`src/rtl/wb_pkg.sv`:
```
// Shared encodings for the write-back stage: result source select and load size.
package wb_pkg;

    typedef enum logic [1:0] {
        SEL_ALU  = 2'b00,
        SEL_MEM  = 2'b01,
        SEL_LINK = 2'b10,
        SEL_RSVD = 2'b11
    } sel_e;

    typedef enum logic [1:0] {
        SZ_BYTE  = 2'b00,
        SZ_HALF  = 2'b01,
        SZ_WORD  = 2'b10,
        SZ_WORD2 = 2'b11
    } ld_size_e;

    localparam int LINK_OFFSET = 4;

endpackage

```
`src/rtl/wb_load_align.sv`:
```
// Extracts the addressed byte/half/word from a raw memory word and zero- or sign-extends it.
module wb_load_align
    import wb_pkg::*;
#(
    parameter int DATA_W = 32
) (
    input  logic [DATA_W-1:0] mem,
    input  logic [1:0]        size,
    input  logic              ld_signed,
    input  logic [1:0]        addr_lo,
    output logic [DATA_W-1:0] data
);

    logic [7:0]  byte_val;
    logic [15:0] half_val;
    logic        byte_fill;
    logic        half_fill;

    always_comb begin
        byte_val  = mem[8*int'(addr_lo) +: 8];
        // Halves are always 16-bit aligned, so the low offset bit is ignored.
        half_val  = mem[16*int'(addr_lo[1]) +: 16];
        byte_fill = ld_signed & byte_val[7];
        half_fill = ld_signed & half_val[15];
        case (ld_size_e'(size))
            SZ_BYTE: data = {{(DATA_W-8){byte_fill}}, byte_val};
            SZ_HALF: data = {{(DATA_W-16){half_fill}}, half_val};
            default: data = mem;
        endcase
    end

endmodule

```
`src/rtl/wb_pipe_stage.sv`:
```
// Write-back pipeline stage: formats the result, queues it in a small FIFO and
// presents the head to the register file. Counts every retired (popped) entry.
module wb_pipe_stage
    import wb_pkg::*;
#(
    parameter int DATA_W = 32,
    parameter int ADDR_W = 5,
    parameter int DEPTH  = 2
) (
    input  logic              clk,
    input  logic              rst,
    input  logic              in_valid,
    output logic              in_ready,
    input  logic [DATA_W-1:0] in_pc,
    input  logic [DATA_W-1:0] in_alu,
    input  logic [DATA_W-1:0] in_mem,
    input  logic [1:0]        in_sel,
    input  logic [1:0]        in_ld_size,
    input  logic              in_ld_signed,
    input  logic [1:0]        in_addr_lo,
    input  logic              in_wb_en,
    input  logic [ADDR_W-1:0] in_dest,
    input  logic              flush,
    output logic              out_valid,
    input  logic              out_ready,
    output logic              wb_en_out,
    output logic [ADDR_W-1:0] dest_out,
    output logic [DATA_W-1:0] wb_result,
    output logic [DATA_W-1:0] pc_out,
    output logic [31:0]       retired
);

    // Both sides use valid/ready: a transfer happens on the rising edge where
    // valid and ready are both high; valid never depends on ready.

    localparam int PTR_W = $clog2(DEPTH);

    logic [PTR_W:0]      wr_ptr;
    logic [PTR_W:0]      rd_ptr;
    logic                full;
    logic                empty;
    logic                push;
    logic                pop;
    logic [DATA_W-1:0]   load_data;
    logic [DATA_W-1:0]   fmt_result;

    logic [DATA_W-1:0]   result_mem [DEPTH];
    logic [DATA_W-1:0]   pc_mem     [DEPTH];
    logic [ADDR_W-1:0]   dest_mem   [DEPTH];
    logic                wb_en_mem  [DEPTH];

    wb_load_align #(
        .DATA_W (DATA_W)
    ) u_load_align (
        .mem       (in_mem),
        .size      (in_ld_size),
        .ld_signed (in_ld_signed),
        .addr_lo   (in_addr_lo),
        .data      (load_data)
    );

    always_comb begin
        case (sel_e'(in_sel))
            SEL_MEM:  fmt_result = load_data;
            SEL_LINK: fmt_result = in_pc + DATA_W'(LINK_OFFSET);
            default:  fmt_result = in_alu;
        endcase
    end

    // Extra pointer bit separates full from empty when the index bits match.
    assign empty    = (wr_ptr == rd_ptr);
    assign full     = (wr_ptr[PTR_W] != rd_ptr[PTR_W]) &&
                      (wr_ptr[PTR_W-1:0] == rd_ptr[PTR_W-1:0]);
    assign in_ready = !full;
    assign out_valid = !empty;
    assign push     = in_valid && in_ready && !flush;
    assign pop      = out_valid && out_ready;

    always_ff @(posedge clk or negedge rst) begin
        if (!rst) begin
            wr_ptr  <= '0;
            rd_ptr  <= '0;
            retired <= '0;
        end else begin
            if (flush) begin
                wr_ptr <= '0;
                rd_ptr <= '0;
            end else begin
                if (push) wr_ptr <= wr_ptr + 1'b1;
                if (pop)  rd_ptr <= rd_ptr + 1'b1;
            end
            if (pop) retired <= retired + 32'd1;
        end
    end

    always_ff @(posedge clk) begin
        if (push) begin
            result_mem[wr_ptr[PTR_W-1:0]] <= fmt_result;
            pc_mem[wr_ptr[PTR_W-1:0]]     <= in_pc;
            dest_mem[wr_ptr[PTR_W-1:0]]   <= in_dest;
            wb_en_mem[wr_ptr[PTR_W-1:0]]  <= in_wb_en;
        end
    end

    assign wb_result = result_mem[rd_ptr[PTR_W-1:0]];
    assign pc_out    = pc_mem[rd_ptr[PTR_W-1:0]];
    assign dest_out  = dest_mem[rd_ptr[PTR_W-1:0]];
    // Register 0 is hardwired, so its writes retire without asserting the write enable.
    assign wb_en_out = out_valid && wb_en_mem[rd_ptr[PTR_W-1:0]] &&
                       (dest_mem[rd_ptr[PTR_W-1:0]] != '0);

endmodule

```
`config.mk`:
```
export PLATFORM = sky130hd
export DESIGN_NAME = wb_pipe_stage
export DESIGN_NICKNAME = d
export VERILOG_FILES = /design/src/rtl/wb_pkg.sv /design/src/rtl/wb_load_align.sv /design/src/rtl/wb_pipe_stage.sv
export SDC_FILE = /design/constraint.sdc
export NUM_CORES = 1
export LEC_CHECK = 0
export ABC_AREA = 1
export CAP_MARGIN = 40
export CORE_AREA = 2 2 126 159
export DETAILED_ROUTE_END_ITERATION = 16
export DIE_AREA = 0 0 128 161
export GPL_ROUTABILITY_DRIVEN = 0
export PLACE_DENSITY_LB_ADDON = 0.25
export SYNTH_ARGS = -nofsm -noshare
export SYNTH_HDL_FRONTEND = slang
export SYNTH_SLANG_ARGS = --single-unit
```
`constraint.sdc`:
```
create_clock -name clk -period 8.1 [get_ports clk]
set_input_delay 2.43 -clock clk [delete_from_list [all_inputs] [get_ports clk]]
set_output_delay 2.43 -clock clk [all_outputs]
set_load 0.03 [all_outputs]
```
==> flow_summary.ini <==
[global_route]
grt_pass1_vias = 8357
grt_pass1_wl_um = 42500
grtUsageTotal_pct = 27.0
antenna_found_initial = 0
overflow = 0
grt_max_degree = 74

[drt]
vias_per_cell = 5.37
drtPass1Iterations = 5
ant_nets = 0
num_vias = 8716
drc = 0
initialDrtViolationCount = 829
wl_per_cell_um = 16.7
wl_um = 27200

[floorplanning]
die_y_um = 161
floorplan.initialDensity_pct = 49.5
num_rows = 57
io_pins = 218
chipWidth_um = 128
core_area_um2 = 19100
die-area_um2 = 20600

[min_path]
hold_class = flop to flop
hold_start = retired[31]
min_to = retired[31]
holdPathStages = 1

[sta]
finalCritPeriodShare_pct = 67.5
grt_setup_unrepaired = false
fin_worst_skew_ps = 11.5
worstMarginPinSlew_ps = 802
fmax_mhz = 183
setup_viol = 0
fin_tns_setup_ps = 0
max_slew_margin_pct = 46.4
layout_setup_ws_ps = 2630
slew_viol_final = 0
min_period_ps = 5470
hold_viol = 0

[logic_synthesis]
synth_compound_area_share_pct = 4.65
synth-simple-area-share_pct = 33.4
syn_area_per_cell_um2 = 8.11
synth_area_um2 = 9450
synthMuxAreaShare_pct = 0.106
synth_xor_area_share_pct = 2.13
ys_warn_count = 0
ys_types = 43
synthesis.nets = 1284
synth_cells = 1166
synth_seq_cells = 176
seq_area_frac_synth_pct = 54.0
synth_top_family_by_area = simple AND/OR/NAND/NOR gates
synth_adder_area_share_pct = 0.530

[setup_path]
worstSetupStartpoint = rd_ptr[0]
r2r_slack_ps = 5490
critical-path-top-delay-family = buffers and inverters
startpoint_type = flop
crit_buf_inv = 4
critPathMaxFanout = 73
crit_path_end_kind = output port
path_cells = buf_4, inv_2, buf_4, nand2_1, nand2_1, clkdlybuf4s50_1
r2r_start = rd_ptr[0]
required_ps = 5670
worstSetupPathType = flop to output port
reg2reg_to = pc_mem[1][21]
critical_path_arrival_ps = 3040
rr_worst_depth = 9
crit_path_max_incr_delay_ps = 690
critPathSlowestCell = clkdlybuf4s50_1

[clocking]
cts_hold_buf = 0
cts.sinks = 176
numCtsBuffers = 17
ctsResizeCount = 0
root_buffer = clkbuf_16
cts_tree = done
htree_levels = 4
clk_pin_slew_ps = 70
post_cts.repair.setup_buffers = 0
clk_path_buf_depth = 2
clk_latency_ps = 440

[placed_design]
dpl_worst_slack_ps = 3120
dp_hpwl_um = 20300
placed_cell_area_um2 = 11900
portBuffers = 217

[power_and_ir_drop]
ir_worst_vdd_mv = 0.148
power_mw = 2.62
power_density_nw_per_um2 = 211
leakage_nw = 5.17

[layout]
fin_nets = 1493
final_cell_mix = 527 x nand2_1, 217 x clkdlybuf4s50_1, 140 x edfxtp_1, 111 x nor2_1, 74 x inv_1
syn_to_final_growth_pct = 31.5
mostFrequentLayoutCell = nand2_1
fin_area_um2 = 12400
diodes = 0
layout-drive-gt1-share_pct = 5.84

[status]
outcome = finished, final reports clean

[flow_run]
max-cap-violations = 0
-- worst max path at each step --
stage                         to  slack (ps)  cells past startpoint
3_5_place_dp       wb_result[25]        3120                      6
6_report            wb_result[5]        2630                      6
5_1_grt             wb_result[5]        2420                      6
3_3_place_gp   result_mem[0][10]        2970                      8
2_1_floorplan     dest_mem[0][0]         210                      1
4_1_cts             wb_result[5]        2590                      6
-- report_power, final --
part           switching [mW]  internal [mW]  leakage [nW]  total [mW]
Clock                   0.369          0.403         0.255       0.772
Sequential             0.0363           1.05          1.76        1.09
Combinational           0.485          0.281          3.16       0.766
-- cell type report --
| type | count | area (um^2) |
|---|---|---|
| timing repair buffer | 228 | 2320 |
| tap | 236 | 295 |
| inverter | 80 | 300 |
| multi-input combinational | 872 | 3860 |
| fill | 1586 | 6690 |
| clock inverter | 14 | 121 |
| sequential | 176 | 5110 |
| clock buffer | 18 | 429 |
-- registers in the layout, summed over array words and instances (netlist names) --
register    cells
wr_ptr          2
dest_mem       10
wb_en_mem       2
rd_ptr          2
result_mem     64
retired        32
pc_mem         64
-- cells in the mapped netlist, drive strengths merged --
cell | count | area [um^2]
xnor2 | 11 | 96.3
mux2i | 1 | 10.0
inv | 79 | 297
nor3 | 18 | 121
nand4 | 10 | 62.6
o211ai | 8 | 60.1
and3 | 1 | 6.26
nand3b | 3 | 22.5
o221ai | 1 | 8.76
nand2b | 1 | 6.26
clkbuf | 24 | 90.1
nand2 | 532 | 2010
o21ai | 30 | 150
clkinv | 1 | 3.75
o22ai | 1 | 6.26
o21bai | 3 | 22.5
ha | 4 | 50.1
nor2 | 115 | 457
xor2 | 12 | 105
a22oi | 2 | 15.0
nor4 | 1 | 6.26
dfrtp | 36 | 901
buf | 14 | 103
nand3 | 69 | 363
a31oi | 2 | 12.5
edfxtp | 140 | 4200
a21oi | 31 | 155
or2 | 15 | 93.8
a31o | 1 | 8.76
-- metal layers --
metal	vias to the layer above	part of all wire (%)	GRT usage (%)
met5	-	0	0
met4	0	5.6	15.3
met3	89	8.0	4.54
met2	489	49	45.4
met1	3941	37	32.7
li1	4197	-	-
-- stage by stage --
step / util [%] / hold WS, ps / instances
final: 65.0 / 469 / 1624
after global routing: 65.0 / 492 / 1624
after CTS: 65.0 / 474 / 1624
after detailed placement: 62.1 / 465 / 1592
after global placement: 61.6 / 457 / 1587
after floorplan: - / 471 / 1166
-- cell families (layout without fill, tap and decap cells) --
| family | Yosys count | count (layout) |
|---|---|---|
| XOR/XNOR | 23 | 23 |
| adder cells (fa/ha/maj) | 4 | 4 |
| flip-flops | 176 | 176 |
| buffers and inverters | 118 | 340 |
| AND/OR/NAND/NOR | 765 | 765 |
| multiplexers | 1 | 1 |
| AO/OA/AOI/OAI | 79 | 79 |
Note: power is estimated with default switching activity, not from simulation.
